$ cat src/rtl/ballot_pkg.sv
// ballot_pkg: shared FSM state encoding and vote-count constants for ballot_unit.
package ballot_pkg;
  typedef enum logic [1:0] {IDLE, ARMED, WAIT_RELEASE, REJECT_RELEASE} state_t;
  localparam int VOTE_W = 8;
  localparam logic [VOTE_W-1:0] VOTE_MAX = '1;
  function automatic logic [1:0] btn_count(input logic [2:0] b);
    return 2'(b[0]) + 2'(b[1]) + 2'(b[2]);
  endfunction
endpackage

$ cat src/rtl/btn_debounce.sv
// btn_debounce: 2-flop synchronizer followed by a consecutive-cycle debouncer.
module btn_debounce #(
  parameter int DEBOUNCE_CYCLES = 4
) (
  input  logic clk,
  input  logic reset,
  input  logic btn,
  output logic level
);
  localparam int CW = $clog2(DEBOUNCE_CYCLES + 1);
  logic [1:0] sync;
  logic [CW-1:0] cnt;
  always_ff @(posedge clk) begin
    if (reset) begin
      sync  <= '0;
      cnt   <= '0;
      level <= 1'b0;
    end else begin
      sync <= {sync[0], btn};
      if (sync[1] == level) cnt <= '0;
      else if (cnt == CW'(DEBOUNCE_CYCLES - 1)) begin
        cnt   <= '0;
        level <= sync[1];
      end else cnt <= cnt + CW'(1);
    end
  end
endmodule

$ cat src/rtl/ballot_unit.sv
// ballot_unit: arms one ballot per officer request and forwards a single debounced vote.
// Optional armed-ballot expiry is built when BALLOT_TIMEOUT_EN is defined.
module ballot_unit
  import ballot_pkg::*;
#(
  parameter int DEBOUNCE_CYCLES = 4,
  parameter int TIMEOUT_CYCLES  = 1000
) (
  input  logic              clk,
  input  logic              reset,
  input  logic              btn_1,
  input  logic              btn_2,
  input  logic              btn_3,
  input  logic              ballot_issue,
  output logic              out_candidate_1,
  output logic              out_candidate_2,
  output logic              out_candidate_3,
  output logic              ballot_armed,
  output logic              vote_accepted,
  output logic              vote_rejected,
  output logic              ballot_timeout,
  output logic [VOTE_W-1:0] ballots_cast
);
  state_t state, state_n;
  logic [2:0] raw, lvl, prev, rise, vote_n;
  logic acc_n, rej_n, to_n, tmo;
  assign raw  = {btn_3, btn_2, btn_1};
  assign rise = lvl & ~prev;
  for (genvar i = 0; i < 3; i++) begin : g_db
    btn_debounce #(.DEBOUNCE_CYCLES(DEBOUNCE_CYCLES)) u_db (
      .clk   (clk),
      .reset (reset),
      .btn   (raw[i]),
      .level (lvl[i])
    );
  end
`ifdef BALLOT_TIMEOUT_EN
  localparam int TW = $clog2(TIMEOUT_CYCLES + 1);
  logic [TW-1:0] tmr;
  // Held at zero outside ARMED so every entry restarts the lifetime.
  always_ff @(posedge clk) tmr <= (reset || state != ARMED) ? '0 : tmr + TW'(1);
  assign tmo = tmr == TW'(TIMEOUT_CYCLES - 1);
`else
  logic unused_timeout;
  assign unused_timeout = ^TIMEOUT_CYCLES;
  assign tmo = 1'b0;
`endif
  always_comb begin
    state_n = state;
    vote_n  = '0;
    acc_n   = 1'b0;
    rej_n   = 1'b0;
    to_n    = 1'b0;
    case (state)
      IDLE: state_n = (ballot_issue && lvl == '0) ? ARMED : IDLE;
      ARMED:
        if (|rise) begin
          rej_n   = btn_count(lvl) > 2'd1;
          acc_n   = !rej_n;
          vote_n  = rej_n ? 3'b000 : rise;
          state_n = rej_n ? REJECT_RELEASE : WAIT_RELEASE;
        end else if (tmo) begin
          to_n    = 1'b1;
          state_n = IDLE;
        end
      WAIT_RELEASE:   state_n = (lvl == '0) ? IDLE : WAIT_RELEASE;
      REJECT_RELEASE: state_n = (lvl == '0) ? ARMED : REJECT_RELEASE;
      default:        state_n = IDLE;
    endcase
  end
  always_ff @(posedge clk) begin
    if (reset) begin
      state           <= IDLE;
      prev            <= '0;
      out_candidate_1 <= 1'b0;
      out_candidate_2 <= 1'b0;
      out_candidate_3 <= 1'b0;
      ballot_armed    <= 1'b0;
      vote_accepted   <= 1'b0;
      vote_rejected   <= 1'b0;
      ballot_timeout  <= 1'b0;
      ballots_cast    <= '0;
    end else begin
      state           <= state_n;
      prev            <= lvl;
      out_candidate_1 <= vote_n[0];
      out_candidate_2 <= vote_n[1];
      out_candidate_3 <= vote_n[2];
      ballot_armed    <= state_n == ARMED;
      vote_accepted   <= acc_n;
      vote_rejected   <= rej_n;
      ballot_timeout  <= to_n;
      if (acc_n && ballots_cast != VOTE_MAX) ballots_cast <= ballots_cast + VOTE_W'(1);
    end
  end
endmodule

$ cat config.mk
export PLATFORM = sky130hd
export DESIGN_NAME = ballot_unit
export DESIGN_NICKNAME = d
export VERILOG_FILES = /design/src/rtl/ballot_pkg.sv /design/src/rtl/btn_debounce.sv /design/src/rtl/ballot_unit.sv
export SDC_FILE = /design/constraint.sdc
export NUM_CORES = 1
export LEC_CHECK = 0
export BUFFER_PORTS_ARGS = -buffer_cell sky130_fd_sc_hd__clkbuf_2
export CAP_MARGIN = 20
export CORE_UTILIZATION = 55
export DETAILED_ROUTE_END_ITERATION = 10
export PLACE_DENSITY = 0.77
export REMOVE_ABC_BUFFERS = 1
export SYNTH_ARGS = -nofsm -noshare
export SYNTH_HDL_FRONTEND = slang
export SYNTH_SLANG_ARGS = --single-unit
$ cat constraint.sdc
create_clock -name clk -period 1.96 [get_ports clk]
set_input_delay 0.49 -clock clk [delete_from_list [all_inputs] [get_ports clk]]
set_output_delay 0.49 -clock clk [all_outputs]
set_load 0.05 [all_outputs]
==> flow_metrics.env <==
export IMPL_outcome="finished clean"
export IMPL_ys_ff_latch=37
export IMPL_core_rowCount=18
export IMPL_drt_iter0_markers=10
export IMPL_netlist_top_cell_by_area="dfxtp_1"
export IMPL_synth_area_leaders="dfxtp_1, ha_1, nor2b_1, nor2_1, mux2_2"
export IMPL_drc=0
export IMPL_cpPeakStageDelay_ns=0.50
export IMPL_cts_num_sinks=37
export IMPL_min_period_over_period=0.918
export IMPL_regArea_sq_um=742
export IMPL_cts_tree="done"
export IMPL_async_reset_ff_frac=0
export IMPL_core_area_sq_mm=0.00250
export IMPL_wire_per_inst_um=11.4
export IMPL_clock_fmax_ghz=0.556
export IMPL_area_delta_synth_final_pct=13.3
export IMPL_tightest_slew_ns=0.543
export IMPL_die_height_um=53.5
export IMPL_fin_skew_ns=0.00767
export IMPL_clk_latency_ns=0.34
export IMPL_postCtsHoldBufs=0
export IMPL_fin_util=0.661
export IMPL_hp_class="primary input to flip-flop"
export IMPL_fp_dieW_um=53.5
export IMPL_syn_inst=150
export IMPL_synth_most_common_cell="dfxtp_1"
export IMPL_post_route_min_period_ns=1.80
export IMPL_io_buffers=19
export IMPL_crit_buf_inv=0
export IMPL_drv_slew=0
export IMPL_grt_overflow=0
export IMPL_arrival_ns=2.05
export IMPL_synth_cell_types=32
export IMPL_fp_dieArea_sq_mm=0.00286
export IMPL_post_cts_setup_buffers=0
export IMPL_grt_max_degree=31
export IMPL_crit_chain="nand2b_1, a311o_2, nor4_1, mux2_2"
export IMPL_seq_area_frac_synth=0.508
export IMPL_ys_top_cells_by_count="dfxtp_1, nor2_1, nor2b_1, inv_1, ha_1"
export IMPL_synth_edf_count=0
export IMPL_ant_nets=0
export IMPL_initial_core_util=0.583
export IMPL_p_leak_nw=0.706
export IMPL_h_tree_depth=2
export IMPL_antenna_cells=0
export IMPL_syn_area_sq_mm=0.00146
export IMPL_cp_max_fo=8
export IMPL_grt_pass1_vias=888
export IMPL_startpoint_type="flip-flop"
export IMPL_nFillCells=221
export IMPL_grt_first_pass_wirelength_mm=3.75
export IMPL_drt_first_pass_iters=4
export IMPL_end_kind="flip-flop"
export IMPL_powerDensity_mw_per_mm2=721
export IMPL_grt_use_total=0.189
export IMPL_pin_count=21
export IMPL_drt_wl_total_mm=2.34
export IMPL_finalSetupTns_ns=0
export IMPL_rsz0062_at_grt="false"
export IMPL_synth_area_per_cell_sq_um=9.72
export IMPL_criticalPathCategory="flip-flop to flip-flop"
export IMPL_multiInputGateArea_sq_um=673
export IMPL_drive_gt1_frac=0.211
export IMPL_ctsLongestPathBuffers=2
export IMPL_cts_buffers=5
export IMPL_ctsResizeCount=0
export IMPL_post_drt_via_cell_ratio=5.36
export IMPL_ir_drop_v=0.000594
export IMPL_num_nets_final=188
export IMPL_slew_headroom=0.638
export IMPL_synth_warnings=0
export IMPL_antenna_found_initial=0
export IMPL_drv_cap=0
export IMPL_cts_root_buf="clkbuf_4"
export IMPL_routabilityCongestion=0.864
export IMPL_vias=1098
export IMPL_finalHoldViolations=0
export IMPL_synth_flop_cell="dfxtp_1"
export IMPL_cp_top_family="compound AO/OA/AOI/OAI gates"
export IMPL_path_clk_slew_ns=0.11
export IMPL_critPathSlowestCell="a311o_2"
export IMPL_required_ns=2.21
export IMPL_dp_hpwl_mm=1.66
export IMPL_synth_top_cell_area_share=0.508
export IMPL_setup_viol=0
[flip-flops by register name (all words and copies together) (netlist names)]
name,flops
g_db.u_db.cnt,9
ballots_cast,8
g_db.u_db.sync,6
g_db.u_db.level,3
prev,3
state,2
ballot_armed,1
out_candidate_1,1
out_candidate_2,1
out_candidate_3,1
vote_accepted,1
vote_rejected,1
[layout by cell type (no fill, tap or decap), types with 3 or more instances in the layout]
master	netlist	routed
clkbuf_4	0	5
nor2b_1	15	15
nor3_1	4	3
nand4_1	3	3
nor2_1	21	21
nand2_1	4	4
dfxtp_1	37	36
inv_1	10	10
xnor2_1	3	3
clkbuf_2	0	19
mux2_2	4	4
mux2i_1	4	4
a31oi_1	4	4
ha_1	8	8
nand3_1	3	3
a311oi_1	4	4
or3_1	3	3
[layer usage]
| layer | global-route usage | part of all wire |
|---|---|---|
| met3 | 0.0776 | 0.038 |
| met1 | 0.229 | 0.50 |
| met5 | 0 | 0 |
| met2 | 0.285 | 0.45 |
| met4 | 0.0921 | 0.021 |
[stage by stage]
| stage | setup slack, ns | total power [mW] | instance area, sq um | cells | hold slack, ns |
|---|---|---|---|---|---|
| floorplan | 0.155 | 0.808 | 1440 | 146 | 0.399 |
| global placement | 0.146 | 0.824 | 1590 | 197 | 0.406 |
| detailed placement | 0.0473 | 0.826 | 1590 | 197 | 0.414 |
| CTS | 0.0393 | 1.20 | 1640 | 205 | 0.343 |
| global route | 0.0320 | 1.23 | 1650 | 205 | 0.349 |
| finish | 0.160 | 1.19 | 1650 | 205 | 0.351 |
[final timing paths]
kind | startpoint | endpoint | slack, ns | cells past startpoint
setup / recovery | g_db[0].u_db.level$_SDFFE_PP0P_ | ballots_cast[5]$_SDFFE_PP0P_ | 0.16 | 4
hold / removal | btn_3 | g_db[2].u_db.sync[0]$_SDFF_PP0_ | 0.35 | 2
setup reg to reg | g_db[0].u_db.level$_SDFFE_PP0P_ | ballots_cast[5]$_SDFFE_PP0P_ | 0.16 | 4
hold reg to reg | g_db[2].u_db.cnt[0]$_SDFF_PP0_ | g_db[2].u_db.cnt[0]$_SDFF_PP0_ | 0.43 | 1
[worst register-to-register path: stages, from the launching register on]
cell,delay [ns]
dfxtp_2,0.39
nand2b_1,0.13
a311o_2,0.50
nor4_1,0.32
mux2_2,0.36
[kinds of logic after synthesis]
kind of cell / count (synthesis) / synth area share
AO/OA/AOI/OAI: 15 / 0.0755
flip-flops: 37 / 0.508
multiplexers: 8 / 0.0584
other: 1 / 0.00257
adder cells (fa/ha/maj): 8 / 0.0687
AND/OR/NAND/NOR: 64 / 0.230
buffers and inverters: 14 / 0.0386
XOR/XNOR: 3 / 0.0180
[report_power, final]
| part | internal (mW) | switching, mW |
|---|---|---|
| Clock | 0.137 | 0.245 |
| Combinational | 0.0137 | 0.0276 |
| Sequential | 0.762 | 0.00497 |
| Total | 0.912 | 0.278 |
[cell type report]
cell class / instances / area share
inverter: 10 / 0.0227
clock buffer: 6 / 0.0250
sequential: 37 / 0.449
timing repair buffer: 21 / 0.0667
clock inverter: 2 / 0.00606
multi-input combinational: 99 / 0.408
tap: 30 / 0.0227
Note: power is estimated with default switching activity, not from simulation.
